==> src/rtl/reset_handshake_tx.sv <==
// reset_handshake_tx: initiator side of a cross-domain reset handshake.
// Holds rst_out for MIN_ASSERT_CYCLES, waits for the downstream domain to
// report it is in reset, releases, waits for the downstream release, then
// reports completion (rst_done) until the next sw_rst_req.
// Optional feature macro: RST_HS_TIMEOUT_EN (bounds each acknowledge wait
// to ACK_TIMEOUT cycles and raises a sticky rst_timeout flag on expiry).
module reset_handshake_tx #(
  parameter int MIN_ASSERT_CYCLES = 16,
  parameter int ACK_TIMEOUT       = 1024,
  parameter int SYNC_STAGES       = 2
) (
  input  logic clk,
  input  logic rst,
  input  logic sw_rst_req,
  input  logic rst_ack_async,
  output logic rst_out,
  output logic rst_done,
  output logic busy,
  output logic rst_timeout
);

  localparam int CW = $clog2(MIN_ASSERT_CYCLES + 1);
  localparam logic [CW-1:0] CNT_LAST = CW'(MIN_ASSERT_CYCLES - 1);
  localparam logic [CW-1:0] CNT_MAX  = CW'(MIN_ASSERT_CYCLES);

  // Reject illegal configurations at elaboration time.
  if (MIN_ASSERT_CYCLES < 1) begin : g_bad_min
    $error("MIN_ASSERT_CYCLES must be >= 1");
  end
  if (ACK_TIMEOUT < 2) begin : g_bad_tmo
    $error("ACK_TIMEOUT must be >= 2");
  end
  if (SYNC_STAGES < 2) begin : g_bad_sync
    $error("SYNC_STAGES must be >= 2");
  end

  typedef enum logic [1:0] {
    S_ASSERT  = 2'd0,
    S_ACK_HI  = 2'd1,
    S_RELEASE = 2'd2,
    S_READY   = 2'd3
  } state_t;

  state_t        state_q;
  logic [CW-1:0] cnt_q;
  logic          rst_out_q;
  logic          rst_done_q;
  logic          busy_q;
  logic          ack_s;
  logic          tmo_hit;

  (* ASYNC_REG = "TRUE" *) logic [SYNC_STAGES-1:0] sync_q;

  // Synchronize the downstream reset level into this clock domain.
  always_ff @(posedge clk or posedge rst) begin
    if (rst) sync_q <= '0;
    else     sync_q <= {sync_q[SYNC_STAGES-2:0], rst_ack_async};
  end

  assign ack_s = sync_q[SYNC_STAGES-1];

`ifdef RST_HS_TIMEOUT_EN
  localparam int TW = $clog2(ACK_TIMEOUT + 1);
  localparam logic [TW-1:0] TMO_LAST = TW'(ACK_TIMEOUT - 1);

  logic [TW-1:0] tcnt_q;
  logic          rst_timeout_q;
  logic          waiting;

  // Still waiting on the acknowledge that ends the current state.
  assign waiting = ((state_q == S_ACK_HI) && !ack_s) ||
                   ((state_q == S_RELEASE) && ack_s);
  assign tmo_hit = (tcnt_q == TMO_LAST);

  // Wait-cycle counter (zero on every state entry) and sticky timeout flag.
  // A matching ack drops 'waiting', so ack beats a same-cycle timeout.
  always_ff @(posedge clk or posedge rst) begin
    if (rst) begin
      tcnt_q        <= '0;
      rst_timeout_q <= 1'b0;
    end else begin
      if (waiting && !tmo_hit) tcnt_q <= tcnt_q + 1'b1;
      else                     tcnt_q <= '0;
      if ((state_q == S_READY) && sw_rst_req) rst_timeout_q <= 1'b0;
      else if (waiting && tmo_hit)            rst_timeout_q <= 1'b1;
    end
  end

  assign rst_timeout = rst_timeout_q;
`else
  assign tmo_hit     = 1'b0;
  assign rst_timeout = 1'b0;
`endif

  // Handshake FSM; outputs are registered and change with the transition.
  always_ff @(posedge clk or posedge rst) begin
    if (rst) begin
      state_q    <= S_ASSERT;
      cnt_q      <= '0;
      rst_out_q  <= 1'b1;
      rst_done_q <= 1'b0;
      busy_q     <= 1'b1;
    end else begin
      case (state_q)
        S_ASSERT: begin
          if (cnt_q != CNT_MAX) cnt_q <= cnt_q + 1'b1;
          if (cnt_q == CNT_LAST) state_q <= S_ACK_HI;
        end
        S_ACK_HI: begin
          if (ack_s || tmo_hit) begin
            state_q   <= S_RELEASE;
            rst_out_q <= 1'b0;
          end
        end
        S_RELEASE: begin
          if (!ack_s || tmo_hit) begin
            state_q    <= S_READY;
            rst_done_q <= 1'b1;
            busy_q     <= 1'b0;
          end
        end
        S_READY: begin
          if (sw_rst_req) begin
            state_q    <= S_ASSERT;
            cnt_q      <= '0;
            rst_out_q  <= 1'b1;
            rst_done_q <= 1'b0;
            busy_q     <= 1'b1;
          end
        end
        default: state_q <= S_ASSERT;
      endcase
    end
  end

  assign rst_out  = rst_out_q;
  assign rst_done = rst_done_q;
  assign busy     = busy_q;

endmodule

==> config.mk <==
export PLATFORM = sky130hd
export DESIGN_NAME = reset_handshake_tx
export DESIGN_NICKNAME = d
export VERILOG_FILES = /design/src/rtl/reset_handshake_tx.sv
export SDC_FILE = /design/constraint.sdc
export NUM_CORES = 1
export LEC_CHECK = 0
export CAP_MARGIN = 0
export CORE_MARGIN = 2
export CORE_UTILIZATION = 52
export CTS_CLUSTER_DIAMETER = 40
export DETAILED_ROUTE_END_ITERATION = 10
export MAX_ROUTING_LAYER = met4
export PLACE_DENSITY = 0.85
export SLEW_MARGIN = 40
export SYNTH_ARGS = -nofsm -noshare
export SYNTH_HDL_FRONTEND = slang
export SYNTH_SLANG_ARGS = --single-unit
==> constraint.sdc <==
create_clock -name clk -period 2.15 [get_ports clk]
set_input_delay 0.5375 -clock clk [delete_from_list [all_inputs] [get_ports clk]]
set_output_delay 0.5375 -clock clk [all_outputs]
set_load 0.005 [all_outputs]
# Word-level counts from Yosys, hierarchy flattened
# Index checks and enable logic that the tools add are counted.
# totals
ff_bits	12
elab_cells	41
out_inout_bits	4
input_bits	4
# classes
reduce_logical	8
muxes	16
n_eq_ne	10
add_sub_neg	1
# op_table
operator	count
$mux 5	2
$ne 2x2->1 const B	5
$pmux 5 s2	1
$reduce_and 3->1	3
$mux 2	4
$pmux 2 s4	1
$pmux 1 s2	3
$reduce_bool 2->1	3
$add 5x1->5 const B	1
$eq 5x4->1 const B	1
$mux 1	5
$ne 5x5->1 const B	1
$eq 2x2->1 const B	2
$reduce_and 4->1	1
$eq 2x1->1 const B	1
$logic_not 2->1	1

# Logic depth before layout (Yosys ltp)
# Gate-level depths: netlist of run 1.
# depth
ltp_word	3
mapped_depth	6
mapped_depth_nobuf	6

# Least setup slack after synthesis of run 1
# OpenSTA, ideal clock, no wires.
# synth_timing
path_kind	register to register
start	register cnt_q[0]
end	register state_q[1]
stages_incl_launch_ff	6
arrival_time_ns	1.492
synth_period_minus_slack_ns	1.617
setup_time_ns	0.125
path_buffers	0
path_slack_ns	0.533
t_required_ns	2.025
path_cell_list	dfrtp_1 ha_1 and3_2 ha_1 o2111ai_2 mux2_2
# synth_between
elab_chain_cells	3
# synth_lines
item	line	source
start: declaration	45	logic [CW-1:0] cnt_q;
start signal: assignment	106	if (cnt_q != CNT_MAX) cnt_q <= cnt_q + 1'b1;
$eq 5x4->1	107	if (cnt_q == CNT_LAST) state_q <= S_ACK_HI;
$ne 2x2->1 (no line)	n/a	
$reduce_and 4->1 (no line)	n/a	
end signal: assignment	107	
end signal: assignment	111	state_q <= S_RELEASE;
end signal: assignment	117	state_q <= S_READY;
end: declaration	44	state_t state_q;
# No other way between the ends.
# A chain may end at the register's enable or synchronous reset.

# Final worst setup path of run 1
# layout_timing
start	register rst_out_q (netlist: rst_out)
end	output port rst_out
# layout_lines
item	line	source
start: declaration	46	logic rst_out_q;
start signal: assignment	100	rst_out_q <= 1'b1;
start signal: assignment	112	rst_out_q <= 1'b0;
start signal: assignment	126	rst_out_q <= 1'b1;
end: declaration	16	output logic rst_out,
# No word-level cell between the ends.

==> impl_metrics.env, run 1 <==
export IMPL_status="complete, no violations"
export IMPL_p_switching_uw=416
export IMPL_grt_ovfl_total=0
export IMPL_maxSlewViolCount=0
export IMPL_routed_wl_um=1270
export IMPL_syn_to_final_growth_pct=14.0
export IMPL_ys_top_cells_by_count="dfrtp_1, inv_1, ha_1, nand2_1, a21oi_1"
export IMPL_cts_made_buffers=3
export IMPL_synth_cell_type_count=31
export IMPL_ctsResizeCount=0
export IMPL_ys_ff_latch=12
export IMPL_seq_area_frac_synth_pct=42.5
export IMPL_worst_path_max_fanout=2
export IMPL_rows=13
export IMPL_synthArstFlopShare_pct=100
export IMPL_drive_gt1_share_pct=13.9
export IMPL_route_met2_wl_um=640
export IMPL_endpoint_kind="primary output"
export IMPL_cts_sinks=12
export IMPL_clk_pin_slew_ps=60
export IMPL_hpwl_um=939
export IMPL_drt_initial_drc_count=6
export IMPL_grt_use_total_pct=19.7
export IMPL_finalSetupViolCount=0
export IMPL_routed_via_density=5.50
export IMPL_gp_congestion=0.812
export IMPL_yosysMostFrequentCell="dfrtp_1"
export IMPL_netlist_area_um2=713
export IMPL_synthCells=70
export IMPL_slowest_delay_ps=530
export IMPL_critPathSlowestCell="dfstp_2"
export IMPL_path_cells="clkdlybuf4s50_1"
export IMPL_firstDrtPassIters=4
export IMPL_p_comb_share_pct=47.7
export IMPL_critPathLaunchType="register"
export IMPL_grt_pass1_wl_um=1910
export IMPL_hold_buffers=0
export IMPL_leakagePower_nw=0.374
export IMPL_yosys_warnings=0
export IMPL_final_core_util_pct=63.3
export IMPL_rsz0062_at_grt="no"
export IMPL_pwr_share_seq_pct=38.3
export IMPL_synth_ff_type="dfrtp_1"
export IMPL_ios=8
export IMPL_routed_top_layer="met4"
export IMPL_post_cts_buffers=0
export IMPL_sw_frac_of_total_pct=38.8
export IMPL_power_density_nw_per_um2=1320
export IMPL_worstSetupPathType="reg -> out"
export IMPL_p_int_uw=656
export IMPL_cts_tree="yes"
export IMPL_die_y_um=41.0
export IMPL_ctsRootBufferMaster="clkbuf_4"
export IMPL_grt_pass1_vias=459
export IMPL_ant_nets=0
export IMPL_synth_top_area_share_pct=35.1
export IMPL_grt_max_degree=13
export IMPL_setup_tns_ps=0
export IMPL_max_cap_viol_count=0
export IMPL_synth_edf_count=0
export IMPL_synth_net_count=82
export IMPL_path_buf_inv=1
export IMPL_hold_path_class="reg -> reg"
export IMPL_start_util_pct=55.5
export IMPL_via_count=517
export IMPL_syn_mean_instance_area_um2=10.2
export IMPL_nets=92
export IMPL_antenna_cells=0
export IMPL_synth_area_leaders="dfrtp_1, ha_1, dfstp_2"
export IMPL_clockBufferDepth=2
export IMPL_coreArea_um2=1280
export IMPL_cp_required_ps=1610
export IMPL_cts_htree_levels=1
export IMPL_wl_per_cell_um=13.5
export IMPL_wirelength_met1_um=565
export IMPL_fmax_mhz=545
export IMPL_crit_family="flip-flops"
export IMPL_finalCritPeriodShare_pct=85.4
export IMPL_clkLatencyLatePin_ps=290
export IMPL_worstPathArrival_ps=1300
export IMPL_hold_viol_final=0
export IMPL_yosysTopAreaCell="dfrtp_1"
export IMPL_met3RoutedLength_um=52
export IMPL_io_buffers=6
export IMPL_fin_skew_ps=14.7
export IMPL_drc=0
export IMPL_dieArea_um2=1680
export IMPL_clockPowerShare_pct=14.0
export IMPL_irDropWorstVdd_v=0.000700
export IMPL_antenna_found_initial=0
export IMPL_layout_min_cycle_time_ps=1840
export IMPL_die_w_um=41.0
==> kinds of logic after synthesis <==
| family | Yosys count | synth area share (%) |
|---|---|---|
| simple gates | 21 | 16.8 |
| compound gates | 13 | 14.0 |
| flops | 12 | 42.5 |
| buf+inv | 11 | 6.49 |
| fa+ha+maj | 8 | 14.0 |
| mux | 3 | 4.39 |
| other cells | 1 | 0.526 |
| xor+xnor | 1 | 1.23 |
==> flip-flops by register name, indices dropped and copies added, names as in the netlist <==
register  cells
busy          1
rst_out       1
state_q       2
sync_q        2
rst_done      1
cnt_q         5
==> layout by cell type, fill, tap and decap left out, drive strengths merged, types with 2 or more instances in the layout <==
master	instances
nand3	2
inv	9
nand2b	3
dfstp	2
nor2	3
clkbuf	4
nand2	6
a21oi	4
clkdlybuf4s50	6
dfrtp	10
ha	8
a22oi	2
mux2i	2
==> stage by stage <==
step | instance area (um^2) | hold slack [ps] | std cells | total power, mW | worst slack, ps
6_report | 813 | 355 | 94 | 1.07 | 314
4_1_cts | 813 | 358 | 94 | 1.07 | 305
3_3_place_gp | 787 | 337 | 90 | 0.894 | 392
3_5_place_dp | 787 | 343 | 90 | 0.924 | 374
5_1_grt | 813 | 368 | 94 | 1.16 | 264
2_1_floorplan | 713 | 331 | 70 | 0.773 | 533
==> power by group through the flow <==
stage          clock network [mW]  registers, mW  logic [mW]
2_1_floorplan                   0          0.393       0.380
5_1_grt                     0.163          0.427       0.573
3_3_place_gp                    0          0.404       0.490
3_5_place_dp                    0          0.414       0.511
4_1_cts                     0.149          0.411       0.513
6_report                    0.150          0.411       0.511
==> cell type report <==
type	instances	area, um^2
clock buffer	4	26.3
multi-input combinational	47	364
tap	15	18.8
timing repair buffer	7	67.6
fill	112	472
sequential	12	303
inverter	9	33.8
==> per-layer routing <==
layer / track usage, % / vias up
met5: - / -
met4: 5.00 / 0
met3: 9.78 / 2
met2: 33.6 / 9
met1: 19.9 / 250
li1: - / 256
==> path summary, 6_finish.rpt <==
kind,depth (start not counted),end,start,slack (ps)
min,0,sync_q[1]$_DFF_PP0_,sync_q[0]$_DFF_PP0_,360
max,1,rst_out,rst_out$_DFFE_PP1P_,310
max reg2reg,5,state_q[1]$_DFFE_PP0P_,cnt_q[0]$_DFFE_PP0P_,420
min reg2reg,0,sync_q[1]$_DFF_PP0_,sync_q[0]$_DFF_PP0_,360
min in group asynchronous,2,state_q[1]$_DFFE_PP0P_,rst,540
max in group asynchronous,2,busy$_DFFE_PP1P_,rst,1250
Note: power is estimated with default switching activity, not from simulation.
==> inputs of run 2 (changes only) <==
Settings changed: ABC_CLOCK_PERIOD_IN_PS set to 2150.
==> results of run 2 <==
Same layout as run 1: the final DEF is identical, and so are final timing and power.
